$ cat src/rtl/sys_ctrl_pkg.sv
// Shared opcodes, widths and state type for the UART command controller.
package sys_ctrl_pkg;

    localparam int unsigned DEF_DATA_WIDTH     = 8;
    localparam int unsigned DEF_ALU_DATA_WIDTH = 16;
    localparam int unsigned DEF_ALU_FUNC_WIDTH = 4;
    localparam int unsigned DEF_ADDR_WIDTH     = 4;

    localparam logic [7:0] CMD_WR      = 8'hAA;
    localparam logic [7:0] CMD_RD      = 8'hBB;
    localparam logic [7:0] CMD_ALU_OP  = 8'hCC;
    localparam logic [7:0] CMD_ALU_NOP = 8'hDD;

    localparam int unsigned OPA_ADDR = 0;
    localparam int unsigned OPB_ADDR = 1;

    typedef enum logic [3:0] {
        StIdle,
        StWrAddr,
        StWrData,
        StRdAddr,
        StRdWait,
        StOpA,
        StOpB,
        StFun,
        StAluWait,
        StPushLo,
        StPushHi,
        StPushRd
    } ctrl_state_e;

    // First state of a command; StIdle marks an unknown opcode.
    function automatic ctrl_state_e cmd_next_state(input logic [7:0] opcode);
        case (opcode)
            CMD_WR:      return StWrAddr;
            CMD_RD:      return StRdAddr;
            CMD_ALU_OP:  return StOpA;
            CMD_ALU_NOP: return StFun;
            default:     return StIdle;
        endcase
    endfunction

endpackage

$ cat src/rtl/sys_cmd_ctrl_if.sv
// Data and handshake bundle between the command controller and the UART RX,
// register file, ALU and TX FIFO.
interface sys_cmd_ctrl_if #(
    parameter int unsigned DATA_WIDTH     = sys_ctrl_pkg::DEF_DATA_WIDTH,
    parameter int unsigned ALU_DATA_WIDTH = sys_ctrl_pkg::DEF_ALU_DATA_WIDTH,
    parameter int unsigned ALU_FUNC_WIDTH = sys_ctrl_pkg::DEF_ALU_FUNC_WIDTH,
    parameter int unsigned ADDR_WIDTH     = sys_ctrl_pkg::DEF_ADDR_WIDTH
);
    import sys_ctrl_pkg::*;

    logic [DATA_WIDTH-1:0]     rx_p_data;
    logic                      rx_d_valid;
    logic [ADDR_WIDTH-1:0]     rf_addr;
    logic                      rf_wr_en;
    logic                      rf_rd_en;
    logic [DATA_WIDTH-1:0]     rf_wr_data;
    logic [DATA_WIDTH-1:0]     rf_rd_data;
    logic                      rf_rd_valid;
    logic                      alu_en;
    logic [ALU_FUNC_WIDTH-1:0] alu_fun;
    logic [ALU_DATA_WIDTH-1:0] alu_out;
    logic                      alu_out_valid;
    logic                      alu_clk_en;
    logic [DATA_WIDTH-1:0]     fifo_wr_data;
    logic                      fifo_wr_inc;
    logic                      fifo_full;
    logic                      busy;
    logic                      cmd_err;

    modport master (
        input  rx_p_data,
        input  rx_d_valid,
        output rf_addr,
        output rf_wr_en,
        output rf_rd_en,
        output rf_wr_data,
        input  rf_rd_data,
        input  rf_rd_valid,
        output alu_en,
        output alu_fun,
        input  alu_out,
        input  alu_out_valid,
        output alu_clk_en,
        output fifo_wr_data,
        output fifo_wr_inc,
        input  fifo_full,
        output busy,
        output cmd_err
    );

    modport slave (
        output rx_p_data,
        output rx_d_valid,
        input  rf_addr,
        input  rf_wr_en,
        input  rf_rd_en,
        input  rf_wr_data,
        output rf_rd_data,
        output rf_rd_valid,
        input  alu_en,
        input  alu_fun,
        output alu_out,
        output alu_out_valid,
        input  alu_clk_en,
        input  fifo_wr_data,
        input  fifo_wr_inc,
        output fifo_full,
        input  busy,
        input  cmd_err
    );

endinterface

$ cat src/rtl/sys_ctrl_tx_push.sv
// One-byte push into the TX FIFO with full-flag back-pressure.
// o_done pulses the cycle after the push strobe, so consecutive pushes never abut.
module sys_ctrl_tx_push
    import sys_ctrl_pkg::*;
#(
    parameter int unsigned DATA_WIDTH = DEF_DATA_WIDTH
) (
    input  logic                  CLK,
    input  logic                  RST,
    input  logic                  i_start,
    input  logic [DATA_WIDTH-1:0] i_byte,
    input  logic                  i_fifo_full,
    output logic                  o_fifo_wr_inc,
    output logic [DATA_WIDTH-1:0] o_fifo_wr_data,
    output logic                  o_done
);

    logic [DATA_WIDTH-1:0] r_byte;
    logic                  r_pending;
    logic                  r_inc;
    logic                  r_done;

    always_ff @(posedge CLK or posedge RST) begin
        if (RST) begin
            r_byte    <= '0;
            r_pending <= 1'b0;
            r_inc     <= 1'b0;
            r_done    <= 1'b0;
        end else begin
            r_inc  <= 1'b0;
            r_done <= r_inc;
            if (i_start) begin
                r_byte    <= i_byte;
                r_pending <= 1'b1;
            end else if (r_pending && !i_fifo_full) begin
                r_inc     <= 1'b1;
                r_pending <= 1'b0;
            end
        end
    end

    assign o_fifo_wr_inc  = r_inc;
    assign o_fifo_wr_data = r_byte;
    assign o_done         = r_done;

endmodule

$ cat src/rtl/sys_cmd_ctrl.sv
// Command sequencer: decodes UART byte frames into register-file writes/reads and
// ALU operations, and returns read/ALU results through the TX FIFO.
module sys_cmd_ctrl
    import sys_ctrl_pkg::*;
#(
    parameter int unsigned DATA_WIDTH     = DEF_DATA_WIDTH,
    parameter int unsigned ALU_DATA_WIDTH = DEF_ALU_DATA_WIDTH,
    parameter int unsigned ALU_FUNC_WIDTH = DEF_ALU_FUNC_WIDTH,
    parameter int unsigned ADDR_WIDTH     = DEF_ADDR_WIDTH
) (
    input logic            CLK,
    input logic            RST,
    sys_cmd_ctrl_if.master bus
);

    ctrl_state_e               r_state;
    logic [ADDR_WIDTH-1:0]     r_addr;
    logic [DATA_WIDTH-1:0]     r_wr_data;
    logic                      r_wr_en;
    logic                      r_rd_en;
    logic                      r_alu_en;
    logic [ALU_FUNC_WIDTH-1:0] r_alu_fun;
    logic                      r_alu_clk_en;
    logic [DATA_WIDTH-1:0]     r_alu_hi;
    logic                      r_cmd_err;
    logic                      r_push_start;
    logic [DATA_WIDTH-1:0]     r_push_byte;

    logic [7:0]            w_opcode;
    ctrl_state_e           w_cmd_state;
    logic                  w_push_done;
    logic                  w_fifo_wr_inc;
    logic [DATA_WIDTH-1:0] w_fifo_wr_data;

    assign w_opcode    = bus.rx_p_data[7:0];
    assign w_cmd_state = cmd_next_state(w_opcode);

    always_ff @(posedge CLK or posedge RST) begin
        if (RST) begin
            r_state      <= StIdle;
            r_addr       <= '0;
            r_wr_data    <= '0;
            r_wr_en      <= 1'b0;
            r_rd_en      <= 1'b0;
            r_alu_en     <= 1'b0;
            r_alu_fun    <= '0;
            r_alu_clk_en <= 1'b0;
            r_alu_hi     <= '0;
            r_cmd_err    <= 1'b0;
            r_push_start <= 1'b0;
            r_push_byte  <= '0;
        end else begin
            r_wr_en      <= 1'b0;
            r_rd_en      <= 1'b0;
            r_alu_en     <= 1'b0;
            r_cmd_err    <= 1'b0;
            r_push_start <= 1'b0;
            unique case (r_state)
                StIdle: begin
                    if (bus.rx_d_valid) begin
                        r_state      <= w_cmd_state;
                        r_cmd_err    <= (w_cmd_state == StIdle);
                        r_alu_clk_en <= (w_cmd_state == StFun);
                    end
                end
                StWrAddr: begin
                    if (bus.rx_d_valid) begin
                        r_addr  <= bus.rx_p_data[ADDR_WIDTH-1:0];
                        r_state <= StWrData;
                    end
                end
                StWrData: begin
                    if (bus.rx_d_valid) begin
                        r_wr_data <= bus.rx_p_data;
                        r_wr_en   <= 1'b1;
                        r_state   <= StIdle;
                    end
                end
                StRdAddr: begin
                    if (bus.rx_d_valid) begin
                        r_addr  <= bus.rx_p_data[ADDR_WIDTH-1:0];
                        r_rd_en <= 1'b1;
                        r_state <= StRdWait;
                    end
                end
                StRdWait: begin
                    if (bus.rf_rd_valid) begin
                        r_push_byte  <= bus.rf_rd_data;
                        r_push_start <= 1'b1;
                        r_state      <= StPushRd;
                    end
                end
                StOpA: begin
                    if (bus.rx_d_valid) begin
                        r_addr    <= ADDR_WIDTH'(OPA_ADDR);
                        r_wr_data <= bus.rx_p_data;
                        r_wr_en   <= 1'b1;
                        r_state   <= StOpB;
                    end
                end
                StOpB: begin
                    if (bus.rx_d_valid) begin
                        r_addr       <= ADDR_WIDTH'(OPB_ADDR);
                        r_wr_data    <= bus.rx_p_data;
                        r_wr_en      <= 1'b1;
                        r_alu_clk_en <= 1'b1;
                        r_state      <= StFun;
                    end
                end
                StFun: begin
                    if (bus.rx_d_valid) begin
                        r_alu_fun <= bus.rx_p_data[ALU_FUNC_WIDTH-1:0];
                        r_alu_en  <= 1'b1;
                        r_state   <= StAluWait;
                    end
                end
                StAluWait: begin
                    // ALU clock stays enabled through the result cycle only.
                    if (bus.alu_out_valid) begin
                        r_alu_hi     <= bus.alu_out[ALU_DATA_WIDTH-1:DATA_WIDTH];
                        r_push_byte  <= bus.alu_out[DATA_WIDTH-1:0];
                        r_push_start <= 1'b1;
                        r_alu_clk_en <= 1'b0;
                        r_state      <= StPushLo;
                    end
                end
                StPushLo: begin
                    if (w_push_done) begin
                        r_push_byte  <= r_alu_hi;
                        r_push_start <= 1'b1;
                        r_state      <= StPushHi;
                    end
                end
                StPushHi: begin
                    if (w_push_done) begin
                        r_state <= StIdle;
                    end
                end
                StPushRd: begin
                    if (w_push_done) begin
                        r_state <= StIdle;
                    end
                end
                default: r_state <= StIdle;
            endcase
        end
    end

    sys_ctrl_tx_push #(
        .DATA_WIDTH(DATA_WIDTH)
    ) u_tx_push (
        .CLK            (CLK),
        .RST            (RST),
        .i_start        (r_push_start),
        .i_byte         (r_push_byte),
        .i_fifo_full    (bus.fifo_full),
        .o_fifo_wr_inc  (w_fifo_wr_inc),
        .o_fifo_wr_data (w_fifo_wr_data),
        .o_done         (w_push_done)
    );

    assign bus.rf_addr      = r_addr;
    assign bus.rf_wr_en     = r_wr_en;
    assign bus.rf_rd_en     = r_rd_en;
    assign bus.rf_wr_data   = r_wr_data;
    assign bus.alu_en       = r_alu_en;
    assign bus.alu_fun      = r_alu_fun;
    assign bus.alu_clk_en   = r_alu_clk_en;
    assign bus.fifo_wr_data = w_fifo_wr_data;
    assign bus.fifo_wr_inc  = w_fifo_wr_inc;
    assign bus.busy         = (r_state != StIdle);
    assign bus.cmd_err      = r_cmd_err;

endmodule
$ cat src/flat_wrapper.sv
// flat-port wrapper written by rule: the top's interface ports become plain ports
module sys_cmd_ctrl_flat import sys_ctrl_pkg::*;
#(
    parameter int unsigned DATA_WIDTH     = DEF_DATA_WIDTH,
    parameter int unsigned ALU_DATA_WIDTH = DEF_ALU_DATA_WIDTH,
    parameter int unsigned ALU_FUNC_WIDTH = DEF_ALU_FUNC_WIDTH,
    parameter int unsigned ADDR_WIDTH     = DEF_ADDR_WIDTH
)
  (CLK, RST, bus_rx_p_data, bus_rx_d_valid, bus_rf_addr, bus_rf_wr_en, bus_rf_rd_en, bus_rf_wr_data, bus_rf_rd_data, bus_rf_rd_valid, bus_alu_en, bus_alu_fun, bus_alu_out, bus_alu_out_valid, bus_alu_clk_en, bus_fifo_wr_data, bus_fifo_wr_inc, bus_fifo_full, bus_busy, bus_cmd_err);
  sys_cmd_ctrl_if #(.DATA_WIDTH(DATA_WIDTH), .ALU_DATA_WIDTH(ALU_DATA_WIDTH), .ALU_FUNC_WIDTH(ALU_FUNC_WIDTH), .ADDR_WIDTH(ADDR_WIDTH)) bus_i ();
  input logic CLK;
  input logic RST;
  input wire logic [$bits(bus_i.rx_p_data)-1:0] bus_rx_p_data;
  input wire logic [$bits(bus_i.rx_d_valid)-1:0] bus_rx_d_valid;
  output wire logic [$bits(bus_i.rf_addr)-1:0] bus_rf_addr;
  output wire logic [$bits(bus_i.rf_wr_en)-1:0] bus_rf_wr_en;
  output wire logic [$bits(bus_i.rf_rd_en)-1:0] bus_rf_rd_en;
  output wire logic [$bits(bus_i.rf_wr_data)-1:0] bus_rf_wr_data;
  input wire logic [$bits(bus_i.rf_rd_data)-1:0] bus_rf_rd_data;
  input wire logic [$bits(bus_i.rf_rd_valid)-1:0] bus_rf_rd_valid;
  output wire logic [$bits(bus_i.alu_en)-1:0] bus_alu_en;
  output wire logic [$bits(bus_i.alu_fun)-1:0] bus_alu_fun;
  input wire logic [$bits(bus_i.alu_out)-1:0] bus_alu_out;
  input wire logic [$bits(bus_i.alu_out_valid)-1:0] bus_alu_out_valid;
  output wire logic [$bits(bus_i.alu_clk_en)-1:0] bus_alu_clk_en;
  output wire logic [$bits(bus_i.fifo_wr_data)-1:0] bus_fifo_wr_data;
  output wire logic [$bits(bus_i.fifo_wr_inc)-1:0] bus_fifo_wr_inc;
  input wire logic [$bits(bus_i.fifo_full)-1:0] bus_fifo_full;
  output wire logic [$bits(bus_i.busy)-1:0] bus_busy;
  output wire logic [$bits(bus_i.cmd_err)-1:0] bus_cmd_err;
  assign bus_i.rx_p_data = bus_rx_p_data;
  assign bus_i.rx_d_valid = bus_rx_d_valid;
  assign bus_rf_addr = bus_i.rf_addr;
  assign bus_rf_wr_en = bus_i.rf_wr_en;
  assign bus_rf_rd_en = bus_i.rf_rd_en;
  assign bus_rf_wr_data = bus_i.rf_wr_data;
  assign bus_i.rf_rd_data = bus_rf_rd_data;
  assign bus_i.rf_rd_valid = bus_rf_rd_valid;
  assign bus_alu_en = bus_i.alu_en;
  assign bus_alu_fun = bus_i.alu_fun;
  assign bus_i.alu_out = bus_alu_out;
  assign bus_i.alu_out_valid = bus_alu_out_valid;
  assign bus_alu_clk_en = bus_i.alu_clk_en;
  assign bus_fifo_wr_data = bus_i.fifo_wr_data;
  assign bus_fifo_wr_inc = bus_i.fifo_wr_inc;
  assign bus_i.fifo_full = bus_fifo_full;
  assign bus_busy = bus_i.busy;
  assign bus_cmd_err = bus_i.cmd_err;
  sys_cmd_ctrl #(.DATA_WIDTH(DATA_WIDTH), .ALU_DATA_WIDTH(ALU_DATA_WIDTH), .ALU_FUNC_WIDTH(ALU_FUNC_WIDTH), .ADDR_WIDTH(ADDR_WIDTH)) u_core (.CLK(CLK), .RST(RST), .bus(bus_i));
endmodule
$ cat config.mk
export PLATFORM = sky130hd
export DESIGN_NAME = sys_cmd_ctrl_flat
export DESIGN_NICKNAME = d
export VERILOG_FILES = /design/src/rtl/sys_ctrl_pkg.sv /design/src/rtl/sys_cmd_ctrl_if.sv /design/src/rtl/sys_ctrl_tx_push.sv /design/src/rtl/sys_cmd_ctrl.sv /design/src/flat_wrapper.sv
export SDC_FILE = /design/constraint.sdc
export NUM_CORES = 1
export LEC_CHECK = 0
export CORE_AREA = 2 2 82 84
export DETAILED_ROUTE_END_ITERATION = 12
export DIE_AREA = 0 0 84 86
export PLACE_DENSITY = 0.72
export RECOVER_POWER = 25
export SYNTH_ARGS = -nofsm -noshare
export SYNTH_HDL_FRONTEND = slang
export SYNTH_SLANG_ARGS = --single-unit
$ cat constraint.sdc
create_clock -name CLK -period 1.9 [get_ports CLK]
set_input_delay 0.19 -clock CLK [delete_from_list [all_inputs] [get_ports CLK]]
set_output_delay 0.19 -clock CLK [all_outputs]
set_load 0.05 [all_outputs]
; Word level (Yosys, flattened, before mapping)
; Index checks and enable logic that the tools add are counted.
[totals]
register_bits = 53
input_bits = 38
output_inout_bits = 31
[op_classes]
eq_ne = 28
muxes = 38
reduce_logical = 19
[op_table]
columns = cell, count
row1 = 4-bit two-way mux, 13
row2 = 4-bit case mux with 11 select lines, 1
row3 = 8-bit == test (second input constant), 4
row4 = 8-bit two-way mux, 3
row5 = 8-bit case mux with 3 select lines, 1
row6 = 2-bit != test (second input constant), 10
row7 = 4-bit by 3-bit == test with 1-bit output (second input constant), 4
row8 = 4-bit == test (second input constant), 4
row9 = 1-bit two-way mux, 16
row10 = 3-bit case mux with 4 select lines, 1
row11 = 4-bit case mux with 3 select lines, 1
row12 = 4-bit AND reduction, 3
row13 = 11-bit AND reduction, 1
row14 = 3-bit nonzero test, 3
row15 = 4-bit by 2-bit == test with 1-bit output (second input constant), 2
row16 = 4-bit logical NOT, 2
row17 = 1-bit case mux with 3 select lines, 2
row18 = 2-bit AND reduction, 3
row19 = 4-bit by 1-bit == test with 1-bit output (second input constant), 1
row20 = 2-bit by 1-bit != test with 1-bit output (second input constant), 2
row21 = 4-bit nonzero test, 1
row22 = 2-bit OR reduction, 2
row23 = 3-bit == test (second input constant), 1
row24 = 3-bit OR reduction, 1
row25 = other kinds (3), 3

; Logic depth before layout (Yosys ltp)
[depth]
word_depth = 5
ltp_mapped = 7
ltp_nobuf = 4

; Hierarchy
; Synthesis repeated with hierarchy kept, for this count alone.
[hier_totals]
hier_cells = 221
hier_area_um2 = 2587.5
[modules_own_cells]
columns = mod, n_inst, cells_per_inst, area_per_inst_um2, seq_area_each_um2
row1 = sys_cmd_ctrl, 1, 198, 2160.8, 1051.0
row2 = sys_ctrl_tx_push, 1, 23, 426.7, 275.3

; Worst setup path before layout
; Ideal clock, no wire load.
[synth_timing]
path_kind = register to register
from = reg u_core.r_state[1]
to = reg u_core.r_state[2]
t_arrival_ps = 2002
required_ps = 1818
path_slack_ps = -184
stages_incl_launch_ff = 7
path_buffers = 2
period_less_slack_ps = 2084
path_cell_list = dfrtp_1 buf_6 or4_1 buf_2 or4_1 a211o_1 a22oi_2
[synth_via]
elab_chain_cells = 4
word_cells_on_any_way = 26
[synth_lines]
columns = element, line_no
row1 = from (decl), sys_cmd_ctrl.sv:16  ; ctrl_state_e r_state;
row2 = from (signal assigned), sys_cmd_ctrl.sv:40  ; r_state <= StIdle;
row3 = from (signal assigned), sys_cmd_ctrl.sv:61  ; r_state <= w_cmd_state;
row4 = from (signal assigned), sys_cmd_ctrl.sv:69  ; r_state <= StWrData;
row5 = 4-bit == test, sys_cmd_ctrl.sv:58  ; unique case (r_state)
row6 = 2-bit OR reduction (no line), -
row7 = 2-bit by 1-bit != test with 1-bit output (no line), -
row8 = 11-bit AND reduction (no line), -
; Several ways; a longest one is shown, not always the timed one.
; A chain may end at the register's enable or synchronous reset.

; Worst setup path in the final report
; Ends and elaborated chain as after synthesis.

==> out/metrics.yaml <==
syn_inst: 203
worstSkewPairLatency_ns: 0.30
min_path_cells: 0
drt_first_iter_violations: 111
ir_drop_mv: 0.719
die-area_um2: 7220
skew_ns: 0.00259
violations: "setup timing"
place_congestion: 0.868
multiInputGateArea_um2: 1100
worstReg2RegStart: "u_core.r_state[1]"
setup_violations: 1
htreeDepth: 2
hpwlAfterDp_mm: 4.20
leakagePower_nw: 1.52
syn-cell-area_um2: 2460
grt-ovfl-total: 0
cts_sinks: 53
maxClockFrequency_mhz: 525
tightest_slew_ns: 1.27
portBuffers: 68
antenna_found_initial: 0
syn-num-nets: 241
die_w_um: 84
synth_cell_types: 46
nNetsFinal: 335
start_util_pct: 39.1
row_count: 29
worst-path-buf-inv: 0
cp_max_fo: 5
hp-start: "u_core.u_tx_push.o_fifo_wr_inc"
rsz0062_at_grt: "true"
area_delta_synth_final_pct: 45.9
synth.avg_cell_area_um2: 12.1
synth_ff_type: "dfrtp_1"
final_common_cell: "clkdlybuf4s50_1"
path_class: "flop to flop"
regArea_um2: 1330
crit_arrival_ns: 2.13
cp-start-kind: "flop"
slowest_stage: "or4_4"
fin_util_pct: 57.1
grt_pass1_vias: 1970
rr_endpoint: "u_core.r_state[2]"
crit_chain: "or4_4 > or4_1 > a211o_1 > a22oi_2"
grt.total_usage_pct: 16.4
slowest_delay_ns: 0.51
ios: 69
wirelength_mm: 5.89
cts_root_buf: "clkbuf_8"
dp_slack_ns: -0.300
min_period_over_period_pct: 100
reg2reg_depth: 4
drc: 0
ys_seq_area_share_pct: 54.0
crit_family: "simple AND/OR/NAND/NOR gates"
yosys_warnings: 0
dp.cells: 362
die_h_um: 86
max-cap-violations: 0
cts_buffers: 5
relSlewSlack_pct: 15.5
whs_ns: 0.403
holdPathEnd: "u_core.u_tx_push.o_done"
grt_max_degree: 54
cts_max_path_buffers: 2
cts_tree: "done"
r2r_slack_ns: -0.004
final_cell_mix: "clkdlybuf4s50_1 (66), dfrtp_1 (52), mux2_2 (36)"
p_per_area_nw_per_um2: 1740
antennaDiodeCount: 0
via_per_inst: 5.19
finalHoldViolations: 0
design.core.area_um2: 6280
cp-end-kind: "flop"
status: "finished with violations"
post_route_cells_drive_above_1_share_pct: 30.5
finalCriticalPeriod_ns: 1.90
grt_pass1_wl_mm: 9.52
drv_slew: 0
cts_hold_buf: 0
ys_ff_latch: 53
drt-pass1-iter-count: 4
fillerInstances: 525
worstHoldPathType: "flop to flop"
vias: 1947
cp_data_required_time_ns: 2.12
setup_ws_ns: -0.00361
synth_edf_count: 0
wl_per_cell_um: 15.7
ys_async_sr_fraction_pct: 100
postRouteAntennaNets: 0
clk_pin_slew_ns: 0.09
post_layout_nonfiller_instances: 375
-- synth_stat cells, drive strengths merged, types with 3 or more instances --
cell    instances  area share [%]
inv             7             1.1
clkbuf          6            0.92
a221o           8             3.3
nor2            9             1.4
nor3b           6             1.8
nand4           5             1.3
a21bo           3             1.2
mux2           36              16
nand2          18             2.7
xor2            3             1.1
dfrtp          53              54
nor3            3            0.81
buf             5             1.2
a211o           3             1.1
a21oi           3            0.76
-- cells by family (layout without fill, tap and decap cells) --
kind of cell              Yosys count  count (layout)  share of synthesized area, %
DFF                                53              53                          54.0
and+or+nand+nor                    57              57                          12.8
AOI/OAI and AO/OA                  34              34                          11.7
buffers and inverters              18             113                          3.21
xor gates and xnor gates            4               4                          1.43
muxes                              37              37                          16.9
-- stage by stage --
step	instance area (um^2)	power (mW)	setup TNS, ns
floorplan	2470	4.19	-0.137
global placement	3390	5.26	-0.411
detailed placement	3390	5.32	-0.513
CTS	3530	6.16	0
global route	3590	6.59	-0.123
finish	3590	6.25	-0.00361
-- flip-flops by register name, indices dropped and copies added, names as in the netlist --
name / cells
u_core.bus.alu_clk_en: 1
u_core.bus.alu_en: 1
u_core.bus.alu_fun: 4
u_core.bus.cmd_err: 1
u_core.bus.rf_addr: 4
u_core.bus.rf_rd_en: 1
u_core.bus.rf_wr_data: 8
u_core.bus.rf_wr_en: 1
u_core.r_alu_hi: 8
u_core.r_push_byte: 8
u_core.r_push_start: 1
u_core.r_state: 4
u_core.u_tx_push.o_done: 1
u_core.u_tx_push.o_fifo_wr_data: 8
u_core.u_tx_push.o_fifo_wr_inc: 1
u_core.u_tx_push.r_pending: 1
-- what timing repair did --
item | in CTS | in global routing
pin swaps | 0 | 7
gates cloned | 0 | 1
setup buffers | 2 | 2
resized for setup | 2 | 10
hold endpoints to repair | 0 | 0
endpoints found under the setup margin | 3 | 20
-- power by group --
part	internal [mW]	leakage, nW	switching [mW]	total (mW)
logic	1.57	0.808	1.98	3.55
registers	1.63	0.657	0.287	1.91
clock network	0.428	0.0574	0.356	0.784
total	3.63	1.52	2.62	6.25
-- metal layers --
metal / track usage, % / share of wire, %
met1: 21.5 / 44
met2: 27.6 / 51
met3: 3.27 / 3.6
met4: 5.13 / 1.2
met5: 0 / 0
-- worst max path at each step --
stage | startpoint | slack (ns) | cells past startpoint | endpoint
finish | u_core.r_state[1] | -0.004 | 4 | u_core.r_state[2]
global route | u_core.r_state[2] | -0.05 | 4 | u_core.r_state[2]
CTS | u_core.r_state[2] | 0.01 | 4 | u_core.r_state[2]
detailed placement | bus_rx_p_data[5] | -0.30 | 5 | u_core.r_state[0]
global placement | bus_rx_p_data[5] | -0.23 | 5 | u_core.r_state[0]
floorplan | u_core.r_state[1] | -0.14 | 6 | u_core.r_state[2]
-- cell type report --
class,count,share of cell area [%]
repair buffers,98,25.6
flip-flops and latches,53,37.0
clock inverters,2,1.05
multi-input cells,132,30.6
well taps,77,2.69
inverters,7,0.733
clock buffers,6,2.30
(Power assumes the default switching activity.)
==> RTL change: new RTL, same settings <==
Make the reset (`RST`) synchronous in 2 clocked blocks.
--- a/src/rtl/sys_ctrl_tx_push.sv
+++ b/src/rtl/sys_ctrl_tx_push.sv
@@ -20,7 +20,7 @@
     logic                  r_inc;
     logic                  r_done;
 
-    always_ff @(posedge CLK or posedge RST) begin
+    always_ff @(posedge CLK) begin
         if (RST) begin
             r_byte    <= '0;
             r_pending <= 1'b0;
--- a/src/rtl/sys_cmd_ctrl.sv
+++ b/src/rtl/sys_cmd_ctrl.sv
@@ -35,7 +35,7 @@
     assign w_opcode    = bus.rx_p_data[7:0];
     assign w_cmd_state = cmd_next_state(w_opcode);
 
-    always_ff @(posedge CLK or posedge RST) begin
+    always_ff @(posedge CLK) begin
         if (RST) begin
             r_state      <= StIdle;
             r_addr       <= '0;
Behaviour: differs if RST is asserted again (counterexample within 4 cycles, from zero or initial values and one cycle with RST high); with RST held inactive, the same outputs for 10 cycles.
==> RTL change against the unedited design <==
Worst setup slack improved by 0.061 ns. Sequential cell count unchanged. Area after synthesis rose by 9.0%. First-iteration DRC count up 3.6%. Non-clock buffer count fell by 11. Design area decreased by 0.28%. Routed wire length rose by 4.9%.
Power is left out: it rests on default switching activity, and per cell area and clock period it moved more than threefold.
==> RTL change: results <==
{
  "reg2reg_slack_ns": 0.16,
  "critPathMaxStageDelay_ns": 0.58,
  "wl_met2_um": 2920,
  "critPathLaunch": "u_core.r_state[0]$_SDFFE_PP0P_",
  "ys_seq_area_share_pct": 39.6,
  "hp-class": "in2reg",
  "grt_usage_pct": 17.7,
  "routed-wl-met3_um": 233,
  "async_flop_share_pct": 0,
  "worst_pin_slew_ns": 0.561,
  "final_cell_count_no_fill": 425,
  "crit_path_end": "bus_busy",
  "status": "finished, final reports clean",
  "routed_wl_um": 6180,
  "synthTopCellsByArea": "dfxtp_1 40%, mux2i_1 17%, nand2b_1 5.6%",
  "avgSynthCellArea_um2": 9.81,
  "synth_nets": 311,
  "met1_usage_pct": 23.5,
  "grt_use_met3_pct": 3.56,
  "nets": 385,
  "path_max_fanout": 9,
  "r2r_start": "u_core.r_state[3]$_SDFFE_PP0P_",
  "regToRegEndpoint": "u_core.bus.alu_fun[0]$_SDFFE_PP0P_",
  "max_freq_ghz": 0.543,
  "hpwlAfterDp_um": 4570,
  "vias_per_cell": 5.17,
  "yosysUniqueCellTypes": 55,
  "grt_pass1_wl_um": 10500,
  "slowest_stage": "or4_1",
  "drtIter0Drc": 115,
  "place_area_um2": 3490,
  "grt_pass1_vias": 2258,
  "cts_setup_buffers": 0,
  "drive_gt1_share_pct": 12.9
}
-- RTL change: worst min-delay path by stage --
stage | from | to | slack, ns | cells after the start
CTS | RST | u_core.r_alu_hi[2]$_SDFFE_PP0P_ | 0.36 | 2
global placement | u_core.bus.rf_addr[2]$_SDFFE_PP0P_ | u_core.bus.rf_addr[2]$_SDFFE_PP0P_ | 0.46 | 2
global route | RST | u_core.u_tx_push.o_fifo_wr_data[0]$_SDFFE_PP0P_ | 0.37 | 2
finish | RST | u_core.r_alu_hi[3]$_SDFFE_PP0P_ | 0.35 | 2
floorplan | bus_fifo_full | u_core.u_tx_push.o_fifo_wr_inc$_SDFF_PP0_ | 0.27 | 1
detailed placement | u_core.bus.rf_addr[1]$_SDFFE_PP0P_ | u_core.bus.rf_addr[1]$_SDFFE_PP0P_ | 0.46 | 2
-- RTL change: logic make-up (layout without fill, tap and decap cells) --
logic type                after synthesis  after routing  synth area share, %
and+or+nand+nor                       100            100                 22.3
DFF                                    53             53                 39.6
muxes                                  47             47                 17.7
AOI/OAI and AO/OA                      44             44                 13.2
buffers and inverters                  26            101                 6.17
xor gates and xnor gates                3              3                0.981
-- RTL change: area by class of cell --
| type | count | area [um2] |
|---|---|---|
| fillers | 579 | 2700 |
| multi-input cells | 194 | 1450 |
| flip-flops and latches | 53 | 1060 |
| repair buffers | 87 | 836 |
| clock buffers | 7 | 96.3 |
| well taps | 77 | 96.3 |
| inverters | 6 | 22.5 |
| clock inverters | 1 | 8.76 |
-- RTL change: worst reg2reg max path, stage by stage (launching register included) --
cell      delay, ns
dfxtp_1        0.57
and4bb_4       0.27
a211oi_4       0.29
o2111a_2       0.34
mux2i_1        0.21
